`src/rtl/mul_column_sequencer_if.sv`:
```
// Handshake and result bus of the column-sequential multiplier.
// The master drives start and the operands; the slave returns status and the product.
interface mul_column_sequencer_if #(
  parameter int unsigned WIDTH = 4
);
  localparam int unsigned PW = 2 * WIDTH;
  localparam int unsigned CW = $clog2(PW);

  logic          start;
  logic [WIDTH-1:0] a_in;
  logic [WIDTH-1:0] b_in;
  logic          busy;
  logic          done;
  logic [PW-1:0] product;
  logic [CW-1:0] col;

  modport master (
    output start, a_in, b_in,
    input  busy, done, product, col
  );

  modport slave (
    input  start, a_in, b_in,
    output busy, done, product, col
  );
endinterface

```
`src/rtl/mul_column_sequencer.sv`:
```
// Unsigned WIDTH x WIDTH multiplier that resolves one product column per clock
// through a single shared column slice. Optional macro MUL_ZERO_SKIP_EN bypasses COMPUTE for zero operands.
module mul_column_sequencer #(
  parameter int unsigned WIDTH = 4
) (
  input logic clk,
  input logic rst_n,
  mul_column_sequencer_if.slave bus
);
  localparam int unsigned PW  = 2 * WIDTH;
  localparam int unsigned CW  = $clog2(PW);
  localparam int unsigned IW  = $clog2(WIDTH);
  localparam int unsigned CRW = WIDTH - 1;
  localparam logic [CW-1:0] LAST_COL = CW'(PW - 1);

  typedef enum logic [1:0] {IDLE, COMPUTE, DONE} state_t;

  state_t          state;
  logic [WIDTH-1:0] a_q;
  logic [WIDTH-1:0] b_q;
  logic [CRW-1:0]  carry_q;
  logic [CRW-1:0]  carry_nxt;
  logic [WIDTH-1:0] pp;
  logic            col_sum;
  logic [PW-1:0]   product_q;
  logic [CW-1:0]   col_q;
  logic            busy_q;
  logic            done_q;

  // Column slice: AND partial products for column col_q, then a ripple of full adders.
  always_comb begin : slice_comb
    int   idx;
    logic acc;
    idx       = 0;
    acc       = 1'b0;
    pp        = '0;
    carry_nxt = '0;
    for (int i = 0; i < int'(WIDTH); i++) begin
      idx = int'(col_q) - i;
      if (idx >= 0 && idx < int'(WIDTH)) begin
        pp[i] = a_q[i] & b_q[IW'(idx)];
      end
    end
    acc = pp[0];
    for (int j = 0; j < int'(CRW); j++) begin
      {carry_nxt[j], acc} = 2'(acc) + 2'(pp[j+1]) + 2'(carry_q[j]);
    end
    col_sum = acc;
  end

  // Control FSM with registered status and product assembly.
  always_ff @(posedge clk) begin
    if (!rst_n) begin
      state     <= IDLE;
      a_q       <= '0;
      b_q       <= '0;
      carry_q   <= '0;
      product_q <= '0;
      col_q     <= '0;
      busy_q    <= 1'b0;
      done_q    <= 1'b0;
    end else begin
      case (state)
        IDLE: begin
          done_q <= 1'b0;
          if (bus.start) begin
            a_q       <= bus.a_in;
            b_q       <= bus.b_in;
            carry_q   <= '0;
            product_q <= '0;
            col_q     <= '0;
            busy_q    <= 1'b1;
`ifdef MUL_ZERO_SKIP_EN
            if (bus.a_in == '0 || bus.b_in == '0) begin
              state  <= DONE;
              done_q <= 1'b1;
            end else begin
              state <= COMPUTE;
            end
`else
            state <= COMPUTE;
`endif
          end
        end
        COMPUTE: begin
          product_q[col_q] <= col_sum;
          carry_q          <= carry_nxt;
          if (col_q == LAST_COL) begin
            col_q  <= '0;
            state  <= DONE;
            done_q <= 1'b1;
          end else begin
            col_q <= CW'(col_q + 1'b1);
          end
        end
        DONE: begin
          state  <= IDLE;
          busy_q <= 1'b0;
          done_q <= 1'b0;
        end
        default: begin
          state  <= IDLE;
          busy_q <= 1'b0;
          done_q <= 1'b0;
        end
      endcase
    end
  end

`ifndef SYNTHESIS
  // The top column can never produce carries; any carry here means the slice is broken.
  always_ff @(posedge clk) begin
    if (rst_n && state == COMPUTE && col_q == LAST_COL) begin
      assert (carry_nxt == '0)
        else $error("final column produced nonzero carry %0h", carry_nxt);
    end
  end
`endif

  assign bus.busy    = busy_q;
  assign bus.done    = done_q;
  assign bus.product = product_q;
  assign bus.col     = col_q;
endmodule
```
`src/flat_wrapper.sv`:
```
// flat-port wrapper written by rule: the top's interface ports become plain ports
module mul_column_sequencer_flat 
#(
  parameter int unsigned WIDTH = 4
)
  (clk, rst_n, bus_start, bus_a_in, bus_b_in, bus_busy, bus_done, bus_product, bus_col);
  mul_column_sequencer_if #(.WIDTH(WIDTH)) bus_i ();
  input logic clk;
  input logic rst_n;
  input wire logic [$bits(bus_i.start)-1:0] bus_start;
  input wire logic [$bits(bus_i.a_in)-1:0] bus_a_in;
  input wire logic [$bits(bus_i.b_in)-1:0] bus_b_in;
  output wire logic [$bits(bus_i.busy)-1:0] bus_busy;
  output wire logic [$bits(bus_i.done)-1:0] bus_done;
  output wire logic [$bits(bus_i.product)-1:0] bus_product;
  output wire logic [$bits(bus_i.col)-1:0] bus_col;
  assign bus_i.start = bus_start;
  assign bus_i.a_in = bus_a_in;
  assign bus_i.b_in = bus_b_in;
  assign bus_busy = bus_i.busy;
  assign bus_done = bus_i.done;
  assign bus_product = bus_i.product;
  assign bus_col = bus_i.col;
  mul_column_sequencer #(.WIDTH(WIDTH)) u_core (.clk(clk), .rst_n(rst_n), .bus(bus_i));
endmodule
```
`config.mk`:
```
export PLATFORM = sky130hd
export DESIGN_NAME = mul_column_sequencer_flat
export DESIGN_NICKNAME = d
export VERILOG_FILES = /design/src/rtl/mul_column_sequencer_if.sv /design/src/rtl/mul_column_sequencer.sv /design/src/flat_wrapper.sv
export SDC_FILE = /design/constraint.sdc
export NUM_CORES = 1
export LEC_CHECK = 0
export ABC_AREA = 1
export BUFFER_PORTS_ARGS = -buffer_cell sky130_fd_sc_hd__buf_2
export CAP_MARGIN = 20
export CORE_ASPECT_RATIO = 0.7
export CORE_MARGIN = 3
export CORE_UTILIZATION = 45
export CTS_CLUSTER_DIAMETER = 200
export DETAILED_ROUTE_END_ITERATION = 8
export PLACE_DENSITY_LB_ADDON = 0.1
export SYNTH_ARGS = -nofsm -noshare
export SYNTH_HDL_FRONTEND = slang
export SYNTH_SLANG_ARGS = --single-unit
export TNS_END_PERCENT = 100
```
`constraint.sdc`:
```
create_clock -name clk -period 7.5 [get_ports clk]
set_clock_uncertainty 0.05 [all_clocks]
set_input_delay 1.5 -clock clk [delete_from_list [all_inputs] [get_ports clk]]
set_output_delay 1.5 -clock clk [all_outputs]
set_load 0.005 [all_outputs]
```
==> After elaboration in Yosys (flattened, before gate mapping) <==
Cells that the tools add are included.
{ "word_totals": {"latch_bits": 0, "mem_count": 0, "wordCells": 83, "rom_bits": 0, "regBits": 26, "ram_bits": 0, "input_bits": 11, "out_inout_bits": 13} }
{ "op_classes": {"bitwise_logic": 5, "shifts": 0, "mux": 30, "n_reduce_logical": 12, "order_cmp": 14, "n_eq_ne": 4, "add_sub_neg": 10, "n_div": 0, "mul": 0} }
{ "op_table": {"columns": ["op", "n"], "rows": [
  ["greater-or-equal comparator 32 x 1 -> 1 bit (second input constant)", 3],
  ["less-than comparator 32 x 4 -> 1 bit (second input constant)", 3],
  ["less-than comparator 2 x 4 -> 1 bit (second input constant)", 4],
  ["one-hot mux 8 bit (2 select lines)", 1],
  ["two-way mux 1 bit", 14],
  ["one-hot mux 3 bit (2 select lines)", 2],
  ["AND reduction 2 bit", 5],
  ["binary-select mux 1 bit (select 2 bit)", 4],
  ["bitwise mux 8 bit", 1],
  ["two-way mux 8 bit", 1],
  ["subtractor 3 x 2 -> 4 bit (second input constant)", 2],
  ["adder 1 x 1 -> 2 bit", 3],
  ["adder 2 x 1 -> 2 bit", 3],
  ["greater-or-equal comparator 3 x 1 -> 1 bit (second input constant)", 2],
  ["two-way mux 3 bit", 2],
  ["logical AND 1 bit", 5],
  ["AND 1 bit", 4],
  ["less-than comparator 3 x 4 -> 1 bit (second input constant)", 1],
  ["two-way mux 2 bit", 2],
  ["one-hot mux 2 bit (2 select lines)", 1],
  ["subtractor 3 x 1 -> 4 bit (second input constant)", 1],
  ["adder 3 x 1 -> 3 bit (second input constant)", 1],
  ["demux 1 bit (select 3 bit)", 1],
  ["== test 3 bit (second input constant)", 1],
  ["8 further kinds", 8]
]} }

==> Logic depth before layout (Yosys ltp) <==
{ "logic_depth": {"depth_word": 14, "ltp_mapped": 15, "mapped_depth_nobuf": 14} }

==> Worst setup path after synthesis <==
No wires, ideal clock.
{ "synth_path": {"path_kind": "reg-to-reg", "start": "register u_core.col_q[0] (netlist: u_core.bus.col[0])", "end": "register u_core.product_q[2] (netlist: u_core.bus.product[2])", "required_ns": 7.381, "synth_period_minus_slack_ns": 3.285, "t_arrival_ns": 3.166, "slack_ns": 4.215, "n_path_buf": 1, "path_stages_with_launch": 16, "setup_ns": 0.069, "cell_sequence": "dfxtp_1 -> inv_2 -> buf_6 -> ha_1 -> inv_1 -> nand2_1 -> nand2_1 -> nand3_1 -> fa_1 -> inv_1 -> fa_1 -> fa_1 -> inv_1 -> nor2_4 -> nand3_1 -> a21oi_2"} }
{ "synth_via": {"elab_chain_cells": 14, "word_cells_on_any_way": 48, "cone_classes": "add/sub (9); order compare (10); mux (20); bitwise (4); reduce/logical (5)"} }
{ "synth_rtl": {"columns": ["item", "line_no", "source"], "rows": [
  ["start: declaration", "mul_column_sequencer.sv:26", "logic [CW-1:0] col_q;"],
  ["start signal: assignment", "mul_column_sequencer.sv:93", "col_q <= CW'(col_q + 1'b1);"],
  ["branches (longest 12 deep; another with greater-or-equal comparator 32 x 1 -> 1 bit)", null, null],
  ["bitwise mux 8 bit *", "mul_column_sequencer.sv:86", "product_q[col_q] <= col_sum;"],
  ["one-hot mux 8 bit (2 select lines) *", "mul_column_sequencer.sv:63", "case (state)"],
  ["end signal: indexed assignment", "mul_column_sequencer.sv:86", null],
  ["end: declaration", "mul_column_sequencer.sv:25", "logic [PW-1:0] product_q;"]
]} }
Mark *: on every way between the ends. The select of a mux whose other input is x is not followed.
A chain may end at the register's enable or synchronous reset.

==> Worst setup path after layout <==
{ "layout_path": {"start": "register u_core.col_q[0] (netlist: u_core.bus.col[0])", "end": "register u_core.product_q[5] (netlist: u_core.bus.product[5])"} }
Same word-level chain as after synthesis.

==> run summary <==
status -> finished, final reports clean
WS Path Type -> flip-flop to flip-flop
clk root buf -> clkbuf_8
Slew @ Worst Pin -> 0.538 ns
DRC viols -> 0
setup slack, reg-to-reg -> 3.73 ns
initial antenna violation count -> 0
Hold Path Depth -> 2
CTS tree -> done
CTS Buffer Depth -> 2
DIE AREA -> 3790 um2
critical path, cell by cell -> inv_2 -> ha_1 -> inv_1 -> nand2_1 -> nand2_1 -> nand3_1 -> fa_1 -> inv_1 -> fa_1 -> fa_1 -> inv_1 -> nor2_4 -> nand3_1 -> a21oi_2
hold_sp -> u_core.bus.product[0]
internal cell power -> 0.192 mW
detailed placement HPWL -> 2220 um
Max H-tree Level -> 1
share of the synthesized area in the top cell type -> 37.6%
chip width -> 72.3 um
hold buffers post-CTS -> 0
hold_ws -> 0.411 ns
via count -> 1187
Post-Syn Nets -> 206
initial core utilization -> 48.3%
crit path DAT -> 3.92 ns
area grow syn2layout -> 10.8%
Buf/Inv on CP -> 4
max-slew violation count -> 0
vias per std cell -> 4.95
RSZ-0062 raised after global routing -> no
post_cts resized -> 0
wire per inst -> 12.0 um
final global-route overflow total -> 0
Post-synth ARST share -> 0%
Chip Height -> 52.4 um
Crit Reg-Reg Endpoint -> u_core.bus.product[5]
top-count cell post-synth -> nand2_1
Pleak -> 0.685 nW
Worst setup SP type -> flip-flop
Crit Path Max Fanout -> 17
worst min path class -> flip-flop to flip-flop
DRT Pass-1 Iters -> 4
Post-Route WL -> 2880 um
final period utilization -> 50.3%
Tmin final -> 3.77 ns
YS warnings -> 0
Hold EP -> u_core.bus.product[0]
Num CTS Buffers -> 3
flops & latches, synth -> 26
Max Cap Viol -> 0
Mapped Avg Cell Area -> 7.52 um2
CP startpoint -> u_core.bus.col[0]
Netlist cell types -> 21
Power Density -> 173 nW/um2
post-CTS setup buffer count -> 0
Final Net Count -> 228
Max Fclk -> 265 MHz
Final Wtd Congestion -> 0.887
sequential fraction of the synthesis area -> 37.6%
critical path required time -> 7.65 ns
cell with the largest stage delay on the worst path -> dfxtp_1
largest net degree at the start of global routing -> 18
Post-synth top cells -> nand2_1, dfxtp_1, nor2_1
nature of the critical path endpoint -> flip-flop
Mapped Cells -> 184
first-pass GRT wire length -> 4930 um
Top Family by Delay on Critical Path -> adder cells
Antenna Cells -> 0
dominant cell type by area after synthesis -> dfxtp_1
Comb power frac -> 14.7%
Total GRT Usage -> 16.7%
Area contributors post-synth -> dfxtp_1, nand2_1, ha_1
IO Port Bufs -> 23
clock latency on the worst-skew pair -> 0.27 ns
Mapped Area -> 1380 um2
Total Power -> 0.265 mW
number of global-route vias before repair -> 1089
Detail Route Antenna Nets -> 0
CP peak stage delay -> 0.67 ns
VDD IR-drop max -> 0.100 mV
Reg-to-Reg Start -> u_core.bus.col[0]
Post-synth EDFFs -> 0
CTS Sinks -> 26
Rows -> 16
# IOs -> 24
Initial DRC Count -> 51
Reg power frac -> 56.2%
FF-to-FF path depth -> 14
Main synth FF type -> dfxtp_1
Hold Fails Final Rpt -> 0
Setup TNS Final -> 0 ns
Clk pin slew, worst setup/hold paths -> 0.08 ns
Rel. slew slack -> 64.1%
clock share of power -> 29.1%
sw power -> 0.0721 mW
Final setup viols -> 0
Sw Ratio -> 27.3%
share of post-route cells with drive strength above 1 -> 19.6%
core area -> 2860 um2
## tightest hold or removal path: stages, from the launching register on
cell and delay (ns):
dfxtp_1 0.31, nand2_1 0.06, a21oi_1 0.05
## per-stage QoR
| step | util (%) | std cells | instance area, um2 | setup slack, ns |
|---|---|---|---|---|
| after global routing | 53.5 | 240 | 1530 | 3.52 |
| after CTS | 53.5 | 240 | 1530 | 3.75 |
| after detailed placement | 52.1 | 237 | 1490 | 3.77 |
| after global placement | 52.1 | 237 | 1490 | 3.88 |
| final | 53.5 | 240 | 1530 | 3.73 |
| after floorplan | - | 184 | 1380 | 4.22 |
## registers in the layout, indices dropped and copies added, names as in the netlist
register / count
u_core.bus.done: 1
u_core.b_q: 4
u_core.carry_q: 3
u_core.a_q: 4
u_core.bus.busy: 1
u_core.bus.col: 3
u_core.bus.product: 8
u_core.state: 2
## power groups by stage
stage               combinational (mW)  clock [mW]  sequential, mW
global route                    0.0445      0.0848           0.150
CTS                             0.0388      0.0813           0.149
detailed placement              0.0387           0           0.152
global placement                0.0379           0           0.152
floorplan                       0.0326           0           0.150
finish                          0.0389      0.0769           0.149
## placed cells by master (no fill, tap or decap), drive strengths merged
cell / n
nand2: 55
dfxtp: 26
nor2: 25
buf: 23
o21ai: 14
a21oi: 14
nand3: 13
inv: 13
ha: 8
a22oi: 3
fa: 3
clkbuf: 3
nor3: 2
o21a: 2
## area by class of cell
class | instances | area [um2]
multi-input cells | 139 | 762
inverters | 13 | 48.8
repair buffers | 23 | 115
clock buffers | 3 | 41.3
well taps | 36 | 45.0
fillers | 280 | 1330
flip-flops and latches | 26 | 520
## metal layers
| layer | up-vias | wire length (um) | track usage [%] |
|---|---|---|---|
| met2 | 27 | 1190 | 26.7 |
| met4 | 0 | 4 | 1.88 |
| li1 | 632 | - | - |
| met5 | - | 0 | 0 |
| met1 | 526 | 1530 | 22.5 |
| met3 | 2 | 150 | 5.36 |
## worst max-delay path by stage
stage                       endpoint  slack (ns)  cells past startpoint
2_1_floorplan  u_core.bus.product[2]        4.22                     15
3_3_place_gp   u_core.bus.product[3]        3.88                     14
3_5_place_dp   u_core.bus.product[5]        3.77                     14
4_1_cts        u_core.bus.product[5]        3.75                     14
5_1_grt        u_core.bus.product[1]        3.52                     14
6_report       u_core.bus.product[5]        3.73                     14
## kinds of logic (layout without fill, tap and decap cells)
kind of cell    Yosys count  in the layout  share of synthesized area [%]
fa+ha+maj                11             11                           11.6
buf+inv                  19             39                           7.32
simple gates             95             95                           28.8
compound gates           33             33                           14.7
flops                    26             26                           37.6
Power figures use the tool's default switching activity.
